==> src/rtl/cro_puf_pkg.sv <==
// Shared types and default constants for the CRO PUF measurement sequencer.
// The DEF_* constants are also used by the AXI slave register map.
package cro_puf_pkg;

  localparam int DEF_N_RO          = 16;
  localparam int DEF_CNT_W         = 16;
  localparam int DEF_RESP_BITS     = 32;
  localparam int DEF_SETTLE_CYCLES = 8;
  localparam int DEF_WIN_CYCLES    = 4096;
  localparam int DEF_SYNC_CYCLES   = 3;

  typedef enum logic [2:0] {
    S_IDLE,
    S_SETUP,
    S_SETTLE,
    S_MEASURE,
    S_HOLD,
    S_COMPARE,
    S_DONE
  } cro_state_t;

  // Select width L for an oscillator array of n_ro entries.
  function automatic int sel_w(input int n_ro);
    return $clog2(n_ro);
  endfunction

  // Bits needed to hold the values 0 .. n-1, never less than one.
  function automatic int idx_w(input int n);
    return (n <= 1) ? 1 : $clog2(n);
  endfunction

  function automatic int max3(input int a, input int b, input int c);
    int m;
    m = (a > b) ? a : b;
    return (m > c) ? m : c;
  endfunction

  localparam int DEF_SEL_W = sel_w(DEF_N_RO);

endpackage

==> src/rtl/cro_puf_timer.sv <==
// Loadable down-counter: load the terminal-count offset, zero marks the last
// cycle of the interval. Shared by the SETTLE, MEASURE and HOLD phases.
module cro_puf_timer
  import cro_puf_pkg::*;
#(
  parameter int W = idx_w(DEF_WIN_CYCLES)
) (
  input  logic         ACLK,
  input  logic         ARESET,
  input  logic         load,
  input  logic [W-1:0] value,
  output logic         zero
);

  logic [W-1:0] cnt_q;

  always_ff @(posedge ACLK or posedge ARESET) begin
    if (ARESET) begin
      cnt_q <= '0;
    end else if (load) begin
      cnt_q <= value;
    end else if (cnt_q != '0) begin
      cnt_q <= cnt_q - W'(1);
    end
  end

  assign zero = (cnt_q == '0);

endmodule

==> src/rtl/cro_puf_ctrl.sv <==
// CRO PUF measurement sequencer: walks RESP_BITS oscillator-pair measurements
// per challenge and publishes the response word and tie count on completion.
//
// state     | meaning
// ----------+------------------------------------------------------------
// S_IDLE    | waiting for start; outputs quiet
// S_SETUP   | one cycle, counters cleared, oscillators off, selects set
// S_SETTLE  | oscillators running, counters gated off
// S_MEASURE | oscillators running, counters counting for the window
// S_HOLD    | everything stopped while counts cross into ACLK
// S_COMPARE | one cycle, compare counts and shift the response bit in
// S_DONE    | one cycle, publish response and tie count
module cro_puf_ctrl
  import cro_puf_pkg::*;
#(
  parameter int  N_RO          = DEF_N_RO,
  parameter int  CNT_W         = DEF_CNT_W,
  parameter int  RESP_BITS     = DEF_RESP_BITS,
  parameter int  SETTLE_CYCLES = DEF_SETTLE_CYCLES,
  parameter int  WIN_CYCLES    = DEF_WIN_CYCLES,
  parameter int  SYNC_CYCLES   = DEF_SYNC_CYCLES,
  localparam int L             = sel_w(N_RO)
) (
  input  logic                 ACLK,
  input  logic                 ARESET,
  input  logic                 start,
  input  logic                 abort,
  input  logic [2*L-1:0]       challenge,
  output logic [L-1:0]         ro_sel_a,
  output logic [L-1:0]         ro_sel_b,
  output logic                 ro_en,
  output logic                 cnt_clr,
  output logic                 cnt_en,
  input  logic [CNT_W-1:0]     cnt_a,
  input  logic [CNT_W-1:0]     cnt_b,
  output logic                 busy,
  output logic                 done,
  output logic [RESP_BITS-1:0] response,
  output logic [7:0]           tie_cnt
);

  localparam int IDX_W = idx_w(RESP_BITS);
  localparam int TMR_W = idx_w(max3(SETTLE_CYCLES, WIN_CYCLES, SYNC_CYCLES));

  cro_state_t state_q;

  logic [L-1:0]         base_a_q, base_b_q;
  logic [IDX_W-1:0]     idx_q;
  logic [RESP_BITS-1:0] sr_q;
  logic [7:0]           tie_q;

  logic [L-1:0]         ro_sel_a_q, ro_sel_b_q;
  logic                 ro_en_q, cnt_clr_q, cnt_en_q;
  logic                 busy_q, done_q;
  logic [RESP_BITS-1:0] response_q;
  logic [7:0]           tie_cnt_q;

  logic [L-1:0]         nb_a, nb_b, pa, pb_raw, pb;
  logic [IDX_W-1:0]     n_idx;
  logic                 last_bit;

  logic                 tmr_load, tmr_zero;
  logic [TMR_W-1:0]     tmr_val;

  // Pair for the bit about to start: bit 0 from the live challenge in IDLE,
  // otherwise the next bit from the latched bases. Wraps mod N_RO by width.
  always_comb begin
    if (state_q == S_IDLE) begin
      nb_a  = challenge[L-1:0];
      nb_b  = challenge[2*L-1:L];
      n_idx = '0;
    end else begin
      nb_a  = base_a_q;
      nb_b  = base_b_q;
      n_idx = idx_q + IDX_W'(1);
    end
    pa     = nb_a + L'(n_idx);
    pb_raw = nb_b + L'(n_idx);
    pb     = (pb_raw == pa) ? pa + L'(1) : pb_raw;
  end

  assign last_bit = (idx_q == IDX_W'(RESP_BITS - 1));

  // Timer is loaded with (duration - 1) on the cycle before each timed phase.
  always_comb begin
    tmr_load = 1'b0;
    tmr_val  = '0;
    case (state_q)
      S_SETUP: begin
        tmr_load = 1'b1;
        tmr_val  = TMR_W'(SETTLE_CYCLES - 1);
      end
      S_SETTLE: begin
        tmr_load = tmr_zero;
        tmr_val  = TMR_W'(WIN_CYCLES - 1);
      end
      S_MEASURE: begin
        tmr_load = tmr_zero;
        tmr_val  = TMR_W'(SYNC_CYCLES - 1);
      end
      default: begin
        tmr_load = 1'b0;
        tmr_val  = '0;
      end
    endcase
  end

  cro_puf_timer #(
    .W(TMR_W)
  ) u_timer (
    .ACLK  (ACLK),
    .ARESET(ARESET),
    .load  (tmr_load),
    .value (tmr_val),
    .zero  (tmr_zero)
  );

  always_ff @(posedge ACLK or posedge ARESET) begin
    if (ARESET) begin
      state_q    <= S_IDLE;
      base_a_q   <= '0;
      base_b_q   <= '0;
      idx_q      <= '0;
      sr_q       <= '0;
      tie_q      <= '0;
      ro_sel_a_q <= '0;
      ro_sel_b_q <= '0;
      ro_en_q    <= 1'b0;
      cnt_clr_q  <= 1'b0;
      cnt_en_q   <= 1'b0;
      busy_q     <= 1'b0;
      done_q     <= 1'b0;
      response_q <= '0;
      tie_cnt_q  <= '0;
    end else begin
      done_q <= 1'b0;
      if (abort && state_q != S_IDLE) begin
        state_q   <= S_IDLE;
        ro_en_q   <= 1'b0;
        cnt_clr_q <= 1'b0;
        cnt_en_q  <= 1'b0;
        busy_q    <= 1'b0;
      end else begin
        case (state_q)
          S_IDLE: begin
            // busy_q is still high during the done pulse, so a start then is ignored
            if (start && !abort && !busy_q) begin
              state_q    <= S_SETUP;
              base_a_q   <= nb_a;
              base_b_q   <= nb_b;
              idx_q      <= '0;
              sr_q       <= '0;
              tie_q      <= '0;
              ro_sel_a_q <= pa;
              ro_sel_b_q <= pb;
              cnt_clr_q  <= 1'b1;
              busy_q     <= 1'b1;
            end else begin
              busy_q <= 1'b0;
            end
          end
          S_SETUP: begin
            state_q   <= S_SETTLE;
            cnt_clr_q <= 1'b0;
            ro_en_q   <= 1'b1;
          end
          S_SETTLE: begin
            if (tmr_zero) begin
              state_q  <= S_MEASURE;
              cnt_en_q <= 1'b1;
            end
          end
          S_MEASURE: begin
            if (tmr_zero) begin
              state_q  <= S_HOLD;
              ro_en_q  <= 1'b0;
              cnt_en_q <= 1'b0;
            end
          end
          S_HOLD: begin
            if (tmr_zero) begin
              state_q <= S_COMPARE;
            end
          end
          S_COMPARE: begin
            sr_q <= {sr_q[RESP_BITS-2:0], (cnt_a > cnt_b)};
            if (cnt_a == cnt_b && tie_q != 8'hFF) begin
              tie_q <= tie_q + 8'd1;
            end
            if (last_bit) begin
              state_q <= S_DONE;
            end else begin
              state_q    <= S_SETUP;
              idx_q      <= n_idx;
              ro_sel_a_q <= pa;
              ro_sel_b_q <= pb;
              cnt_clr_q  <= 1'b1;
            end
          end
          S_DONE: begin
            state_q    <= S_IDLE;
            response_q <= sr_q;
            tie_cnt_q  <= tie_q;
            done_q     <= 1'b1;
          end
          default: begin
            state_q <= S_IDLE;
          end
        endcase
      end
    end
  end

  assign ro_sel_a = ro_sel_a_q;
  assign ro_sel_b = ro_sel_b_q;
  assign ro_en    = ro_en_q;
  assign cnt_clr  = cnt_clr_q;
  assign cnt_en   = cnt_en_q;
  assign busy     = busy_q;
  assign done     = done_q;
  assign response = response_q;
  assign tie_cnt  = tie_cnt_q;

endmodule

==> config.mk <==
export PLATFORM = sky130hd
export DESIGN_NAME = cro_puf_ctrl
export DESIGN_NICKNAME = d
export VERILOG_FILES = /design/src/rtl/cro_puf_pkg.sv /design/src/rtl/cro_puf_timer.sv /design/src/rtl/cro_puf_ctrl.sv
export SDC_FILE = /design/constraint.sdc
export NUM_CORES = 1
export LEC_CHECK = 0
export ABC_AREA = 0
export CAP_MARGIN = 25
export CELL_PAD_IN_SITES_DETAIL_PLACEMENT = 0
export CELL_PAD_IN_SITES_GLOBAL_PLACEMENT = 1
export CORE_ASPECT_RATIO = 0.6
export CORE_MARGIN = 5
export CORE_UTILIZATION = 43
export CTS_BUF_LIST = sky130_fd_sc_hd__clkbuf_4
export CTS_CLUSTER_SIZE = 16
export DETAILED_ROUTE_END_ITERATION = 16
export GPL_TIMING_DRIVEN = 0
export PLACE_DENSITY = 0.88
export SYNTH_ARGS = -nofsm -noshare
export SYNTH_HDL_FRONTEND = slang
export SYNTH_HIERARCHICAL = 1
export SYNTH_SLANG_ARGS = --single-unit
export TNS_END_PERCENT = 20
==> constraint.sdc <==
create_clock -name ACLK -period 3.9 [get_ports ACLK]
set_input_delay 0.78 -clock ACLK [delete_from_list [all_inputs] [get_ports ACLK]]
set_output_delay 0.78 -clock ACLK [all_outputs]
set_load 0.03 [all_outputs]
-- After elaboration in Yosys (flattened, before gate mapping)
Cells that the tools add are included.
- input port bits: 44
- bits in registers: 121
- output and inout bits: 53
- mux-type cells: 44
- add/subtract/negate cells: 6
- order comparisons: 1
- bitwise operators: 1
- equal/unequal tests: 18
- reduce and logical (&&, ||, !) cells: 26
- operators by type and width (operator ; number):
    $pmux 32 s2 ; 1
    $pmux 12 s3 ; 1
    $mux 32 ; 1
    $mux 4 ; 7
    $mux 12 ; 2
    $mux 3 ; 6
    $pmux 3 s6 ; 1
    $eq 16x16->1 ; 1
    $gt 16x16->1 ; 1
    $mux 8 ; 2
    $pmux 4 s2 ; 2
    $pmux 8 s2 ; 1
    $mux 5 ; 3
    $logic_not 12->1 ; 1
    $mux 1 ; 12
    $ne 3x3->1 const B ; 4
    $reduce_and 3->1 ; 4
    $reduce_and 4->1 ; 3
    $reduce_bool 12->1 ; 1
    $sub 12x1->12 const B ; 1
    $pmux 5 s2 ; 1
    $eq 3x3->1 const B ; 3
    $reduce_bool 3->1 ; 3
    $add 4x4->4 ; 2
    21 further kinds ; 32

-- Depth between registers and ports, before layout
Gate-level depths: netlist of run 1.
- depth after elaboration: 7
- gate-level depth with buffers: 14

-- Hierarchy
Netlist of run 1, hierarchy kept.
- by module, submodules not included (module ; cells an instance ; area an instance (µm²) ; instances ; seq. area each (µm²)):
    cro_puf_ctrl ; 542 ; 5425.2 ; 1 ; 2727.6
    cro_puf_timer ; 74 ; 718.2 ; 1 ; 300.3

-- Least setup slack after synthesis of run 1
No wires, ideal clock.
- kind: register -> register
- from: reg state_q[2]
- to: reg ro_sel_b_q[2] (netlist: ro_sel_b[2])
- period minus slack after synthesis: 3.053 ns
- data arrival time: 2.927 ns
- setup slack: 0.847 ns
- stages on the path, launching flop included: 14
- buffers on the path: 2
- path through: dfrtp_1 > buf_6 > nor3_2 > clkbuf_1 > nand2_1 > nand2_1 > ha_1 > inv_1 > fa_1 > xnor2_1 > xor2_1 > nor3_1 > nor2_1 > a221o_1
- word-level cells in the longest chain between the ends: 7
- elaborated cells between the ends (all ways): 20
- classes of those cells: add/sub (3); eq/ne (4); mux (7); bitwise (1); reduce/logical (5)
- ends and longest elaborated chain (item ; line ; text):
    from (decl) ; cro_puf_ctrl.sv:45 ; cro_state_t state_q;
    from (signal assigned) ; cro_puf_ctrl.sv:120 ; state_q <= S_IDLE;
    from (signal assigned) ; cro_puf_ctrl.sv:138 ; state_q <= S_IDLE;
    from (signal assigned) ; cro_puf_ctrl.sv:148 ; state_q <= S_SETUP;
    $logic_not 3->1 * ; cro_puf_ctrl.sv:68 ; if (state_q == S_IDLE) begin
    $mux 4 * ; cro_puf_ctrl.sv:68 ;
    net nb_b[0] ; cro_puf_ctrl.sv:58 ; logic [L-1:0] nb_a, nb_b, pa, pb_raw, pb;
    $add 4x4->4 * ; cro_puf_ctrl.sv:78 ; pb_raw = nb_b + L'(n_idx);
    $eq 4x4->1 ; cro_puf_ctrl.sv:79 ; pb = (pb_raw == pa) ? pa + L'(1) : pb_raw;
    $mux 4 * ; cro_puf_ctrl.sv:79 ;
    $mux 4 (on tied branches) ; cro_puf_ctrl.sv:190, cro_puf_ctrl.sv:147 ;
    $pmux 4 s2 * ; cro_puf_ctrl.sv:144 ; case (state_q)
    to (signal assigned) ; cro_puf_ctrl.sv:155 ; ro_sel_b_q <= pb;
    to (signal assigned) ; cro_puf_ctrl.sv:196 ; ro_sel_b_q <= pb;
    to (decl) ; cro_puf_ctrl.sv:52 ; logic [L-1:0] ro_sel_a_q, ro_sel_b_q;
The timed path passes the listed nets; every way through them passes the cells marked *. The select of a mux whose other input is x is not followed.
A chain may end at the register's enable or synchronous reset.

-- Worst setup path after layout of run 1
Ends and elaborated chain as after synthesis.

==> impl_results.md, run 1 <==
* Outcome: complete, no violations
* GR Overflow Total at 0
* Post-CTS setup buffer count at 0
* Mean area per synthesized cell at 9.97 µm²
* Clk slew on worst S/H paths at between 100 and 150 ps
* Hold buffer count at CTS at 0
* Min-Delay Endpoint: idx_q[4]
* Number of buffers created by CTS at 17
* Critical path arrival at 4100 ps
* Ports at 97
* MaxCap Viol Count at 0
* Post-synth net total at 690
* Initial antenna violation count at 0
* Wirelength per Cell at 15.8 µm
* Endpoints failing hold at 0
* R2R cell count at 13
* Via Count at 4,850
* Final TNS setup at 0 ps
* Worst slew pin tran at 862 ps
* Share of layout cells above drive strength 1 at 12.8%
* Most frequent cells after synthesis: nand2_1 (144), dfrtp_1 (121), o21ai_0 (40)
* DR DRC count at 0
* Post-synthesis register bit count at around 120
* Row cnt at 33
* Peak VDD IR at 0.000371 V
* Core Region at 13,800 µm²
* Reg2Reg Setup Slack at 230 ps
* Worst Path Required at 4330 ps
* Most used cell, CP: nand2_1
* Worst-path maximum fanout at 10
* Min-Delay Path Class: reg2reg
* Fmax at 273 MHz
* Ranking of synthesized cells by area: dfrtp_1 (49%), nand2_1 (8.8%), mux2_2 (7.1%), ha_1 (5.7%), o21ai_0 (3.3%)
* Footprint of the multi-input gates at 2860 µm²
* Die area at 16,900 µm²
* Crit-path slowest cell: clkbuf_1
* Worst r2r dst: ro_sel_b[2]
* Async set-or-reset flop fraction in the synthesized netlist at between 90% and 100%
* GR Util All Layers at 18.2%
* First-pass GRT wire length at 24.4 mm
* Fill cells at between 1,000 and 1,500
* Root buffer cell: clkbuf_4
* R2R Path Start: state_q[2]
* Buffers & Inverters on Critical Path at 3
* DRT iter0 DRCs at slightly below 300
* Antenna viol nets, final at 0
* Worst Hold Path Cells at 2
* Netlist cell types at 62
* Vias in the first global route at between 4,000 and 5,000
* PD cells at 551 nW/µm²
* Top-count cell post-synth: nand2_1
* Worst-path cell chain: buf_6, nor3_2, clkbuf_1, nand2_1, nand2_1, ha_1, inv_1, fa_1, xnor2_1, xor2_1, nor3_1, nor2_1, a221o_1
* Leakage at around 0.0036 µW
* CTS max path bufs at 2
* CP startpoint kind: flop
* Top delay family on crit path: simple AND/OR/NAND/NOR gates
* Die Span X at roughly 160 µm
* CTS sink count at 121
* Die H at 103 µm
* Post-Syn Area at 6140 µm²
* Slew Viols, Final at 0
* Normalized max-slew margin at between 40% and 50%
* Worst-Skew Late Latency at between 500 and 600 ps
* Critical path capture point type: flop
* Critical path type: reg2reg
* Yosys warnings at 6
* Register area at just over 3000 µm²
* I/O Buffers at between 90 and 100
* Clock period minus worst slack at 3670 ps
* Seq/Total Area, Yosys at 49.3%
* Synthesized instance count at 616
* Layout area overhead at 25.4%
* Unrepaired setup endpoints after global routing: false
* Max stage delay on crit path at 470 ps
* Nets at just over 800
* Setup Viol. Count Final at 0
* DRT Pass-1 Iters at 5
* Vias per cell at 5.18
* Post-synth EDFFs at 0
* ANT cells at 0
* Initial core utilization at around 44%
* Overall Power at 4240 µW
* H-tree level count at 4
* Clock skew at 16.7 ps
* Area share of the largest cell type after synthesis at 49.3%
* Top FF cell, synth: dfrtp_1
* DP HPWL at between 10 and 15 mm
* Post_cts resized at 0
* Tcrit/Tclk final at between 90% and 100%
* Largest area contributor in the netlist: dfrtp_1
* Routed WL at around 15 mm
* Min-delay src: idx_q[4]
* Placer Congestion at 0.877
* CTS tree: built
* Largest net degree at the start of global routing at 74
## worst max-delay path by stage
stage	start	end	slack (ps)	depth (start not counted)
after global placement	ARESET	ro_sel_b[0]	-1300	2
after detailed placement	state_q[2]	ro_sel_b[2]	320	13
final	state_q[2]	ro_sel_b[2]	230	13
after global routing	state_q[2]	ro_sel_b[2]	30	13
after floorplan	ARESET	base_a_q[0]	250	1
after CTS	state_q[2]	ro_sel_b[2]	270	13
## worst min-delay path: cells and delay by family (launching register included)
family,cells,cell delay [ps]
flops,1,370
simple gates,2,100
## per-stage QoR
| stage | worst slack, ps | util [%] | instance area (µm²) | cells | hold WS, ps |
|---|---|---|---|---|---|
| after floorplan | 246 | - | 6140 | 616 | 444 |
| after global placement | -1300 | 53.1 | 7340 | 904 | 459 |
| after detailed placement | 324 | 53.3 | 7370 | 905 | 464 |
| after CTS | 269 | 55.7 | 7700 | 937 | 497 |
| after global routing | 33.7 | 55.7 | 7700 | 937 | 527 |
| final | 233 | 55.7 | 7700 | 937 | 493 |
## layout make-up
cell class / instances / share of cell area, %
Clock inverter: 15 / 2.61
Tap cell: 192 / 3.12
Timing Repair Buffer: 97 / 12.8
Buffer: 33 / 1.98
Clock buffer: 17 / 1.66
Multi-Input combinational cell: 434 / 37.1
Sequential cell: 121 / 39.3
Inverter: 28 / 1.40
## layout by cell type (no fill, tap or decap), types with 3 or more instances in the layout
master / n
nand2_1: 144
dfrtp_1: 121
clkdlybuf4s50_1: 96
o21ai_0: 40
mux2_2: 39
nor2_1: 28
ha_1: 28
inv_1: 27
clkbuf_1: 23
clkbuf_4: 17
a21oi_1: 14
xnor2_1: 14
xor2_1: 12
nand4_1: 10
nand3_1: 8
nor3_1: 8
mux2i_1: 7
inv_6: 7
nor2b_1: 6
o31ai_1: 6
a21o_1: 6
buf_2: 5
a22o_1: 5
nand2b_1: 3
or3_1: 3
and3_1: 3
o41ai_1: 3
nor4_1: 3
inv_8: 3
bufinv_16: 3
## metal layers
layer | vias up | part of all wire, % | GRT usage [%]
met5 | - | 0 | 0
met4 | 0 | 0.50 | 3.48
li1 | 2341 | - | -
met1 | 2360 | 50 | 27.0
met2 | 136 | 44 | 27.3
met3 | 13 | 5.8 | 4.79
## registers in the layout, summed over array words and instances (netlist names)
register	cells
base_a_q	4
base_b_q	4
busy	1
cnt_clr	1
cnt_en	1
done	1
idx_q	5
response	32
ro_en	1
ro_sel_a	4
ro_sel_b	4
sr_q	32
state_q	3
tie_cnt	8
tie_q	8
u_timer/cnt_q	12
## where the power goes
group          switching (µW)  internal, µW
clock                     565           472
combinational             964           683
sequential                133          1430
## kinds of logic after synthesis
group / count (synthesis) / share of synthesized area, %
adders and majority gates: 30 / 6.35
buffers and inverters: 61 / 4.20
AOI/OAI and AO/OA: 97 / 10.2
muxes: 49 / 8.88
and+or+nand+nor: 231 / 17.1
DFF: 121 / 49.3
xor gates and xnor gates: 27 / 3.97
Power figures use the tool's default switching activity.
==> run 2: changes to the inputs <==
--- a/config.mk
+++ b/config.mk
@@ -11,12 +11,11 @@
 export CELL_PAD_IN_SITES_GLOBAL_PLACEMENT = 1
 export CORE_ASPECT_RATIO = 0.6
 export CORE_MARGIN = 5
-export CORE_UTILIZATION = 43
-export CTS_BUF_LIST = sky130_fd_sc_hd__clkbuf_4
+export CORE_UTILIZATION = 42
 export CTS_CLUSTER_SIZE = 16
 export DETAILED_ROUTE_END_ITERATION = 16
 export GPL_TIMING_DRIVEN = 0
-export PLACE_DENSITY = 0.88
+export PLACE_DENSITY = 0.86
 export SYNTH_ARGS = -nofsm -noshare
 export SYNTH_HDL_FRONTEND = slang
 export SYNTH_HIERARCHICAL = 1
==> run 2 against run 1 <==
Net effect: non-clock buffer count unchanged; first-iteration DRC count down 23%; setup slack better by 58 ps; via count down 0.99%; combinational power about the same; core utilization down 0.57 points; critical endpoint unchanged; register-to-register slack better by 60 ps.
==> impl_results.md, run 2 (synthesized netlist as in run 1, its figures left out) <==
* Reg2Reg Setup Slack at 290 ps
* Vias per cell at 5.09
* Min-Delay Path Class: reg2reg
* DRT iter0 DRCs at about 220
* Final instance area at 7950 µm²
* Antenna viol nets, final at 0
* Seq pwr share at about a third
* Worst slew pin tran at 935 ps
* Unrepaired setup endpoints after global routing: false
* Number of buffers created by CTS at 17
* Placer Congestion at 0.877
* Worst-path cell chain: buf_6, nor3_2, clkbuf_1, mux2i_1, inv_1, ha_1, a21o_1, a21oi_1, xnor2_1, xor2_1, mux2i_1, a221o_1
* Critical path capture point type: flop
* Core Region at 14,400 µm²
* Leakage at 0.00366 µW
* Buffers & Inverters on Critical Path at 3
* Met1 Track Usage GR at 25.8%
* Tcrit/Tclk final at 92.6%
* DP HPWL at 10.8 mm
* CP startpoint kind: flop
* DRT Pass-1 Iters at 4
* Vias in the first global route at 4,921
* Post-route setup slack at just under 300 ps
* Hold buffer count at CTS at 0
* Internal at about 3000 µW
* R2R cell count at 12
* Post-DP Area at 7380 µm²
* Commonest non-fill, non-tap cell in the layout: nand2_1
* Commonest cells after routing, fill and taps aside: nand2_1 (144), dfrtp_1 (121), clkdlybuf4s50_1 (96)
* I/O Buffers at 96
* Largest net degree at the start of global routing at 64
* Fmax at between 200 and 300 MHz
* Worst-path maximum fanout at 10
* Row cnt at 34
* Gate power share at 34.8%
* Initial core utilization at 42.6%
* Routed WL at 14.8 mm
* Ports at between 90 and 100
* Max stage delay on crit path at 460 ps
* Post_cts resized at 0
* Endpoints failing hold at 0
* Share of layout cells above drive strength 1 at 12.8%
* Clock skew at 8.94 ps
* GR Overflow Total at 0
* Post-CTS setup buffer count at 0
* Sw Share at 36.3%
* Normalized max-slew margin at 36.0%
* First-pass GRT wire length at 25.1 mm
* GR Util met2 at 26.6%
* Clk slew on worst S/H paths at 60 ps
* H-tree level count at 4
* Min-delay src: base_b_q[2]
* Part of the power in the clock network at 31.9%
* Die area at 17,200 µm²
* Critical path arrival at 3900 ps
* Die Span X at 166 µm
* Peak VDD IR at 0.000331 V
* Slew Viols, Final at 0
* DR DRC count at 0
* Critical path type: reg2reg
* Stages on the worst setup path at 12
* Clock period minus worst slack at 3610 ps
* Worst Hold Path Cells at 2
* Worst r2r dst: ro_sel_b[2]
* Setup Viol. Count Final at 0
* Outcome: complete, no violations
* Place WS at just over 300 ps
* MaxCap Viol Count at 0
* CTS max path bufs at 2
* Hold slack at approximately 480 ps
* CTS sink count at around 120
* Overall Power at 4710 µW
* Layout area overhead at 29.4%
* CTS tree: built
* Die H at 104 µm
* Initial antenna violation count at 1
* Min-Delay Endpoint: base_b_q[2]
* Most used cell, CP: mux2i_1
* Root buffer cell: clkbuf_16
* Wirelength per Cell at between 15 and 20 µm
* Top delay family on crit path: buffers and inverters
* GR Util All Layers at 17.7%
* Via Count at 4,802
* P_sw at approximately 1700 µW
* Worst-Skew Late Latency at between 400 and 500 ps
* Met3 GRT Util at 4.34%
* Crit-path slowest cell: clkbuf_1
* Worst Path Required at around 4200 ps
* ANT cells at 0
* Gr busiest metal: met2
* Nets at 806
* PD cells at roughly 600 nW/µm²
* Final TNS setup at 0 ps
* R2R Path Start: state_q[2]
==> run 2: changes by cell type in the layout (fill, tap and decap cells not counted), sizes merged <==
cell	previous run	this run
clkinv	1	8
inv	38	33
bufinv	3	1
==> run 2: per-stage QoR <==
step                util, %  cells
floorplan                 -    616
global placement       51.0    910
detailed placement     51.2    911
CTS                    55.1    943
global route           55.1    943
finish                 55.1    943
==> run 2: how the worst max path moves through the flow <==
| stage | start | to | slack [ps] |
|---|---|---|---|
| finish | state_q[2] | ro_sel_b[2] | 290 |
| global route | state_q[2] | ro_sel_b[2] | 10 |
| CTS | state_q[2] | ro_sel_b[2] | 270 |
| detailed placement | state_q[2] | ro_sel_b[2] | 310 |
| global placement | ARESET | ro_sel_b[0] | -1340 |
| floorplan | ARESET | base_a_q[0] | 250 |
==> run 2: area by class of cell <==
class,instances,area (µm²)
multi-input combinational,434,2860
clock buffer,17,425
tap,198,248
inverter,28,108
buffer,33,153
sequential,121,3030
clock inverter,15,143
fill,1231,6470
timing repair buffer,97,988
==> run 2: power groups by stage <==
stage	combinational, µW	sequential [µW]	clock (µW)
6_report	1640	1570	1500
4_1_cts	1640	1570	1530
3_3_place_gp	1580	1580	0
2_1_floorplan	1070	1680	0
3_5_place_dp	1630	1590	0
5_1_grt	1810	1600	1590
==> run 2: metal layers <==
metal	up-vias	share of wire, %
met5	-	0.088
met4	2	1.1
met3	16	4.0
met2	97	44
met1	2342	51
li1	2345	-
==> run 2: worst reg2reg max path, delay by kind of cell, from the launching register on <==
kind	cells	cell delay, ps
adders and majority gates	1	280
xor gates and xnor gates	2	600
and+or+nand+nor	1	270
DFF	1	390
buffers and inverters	3	690
AOI/OAI and AO/OA	3	690
muxes	2	580
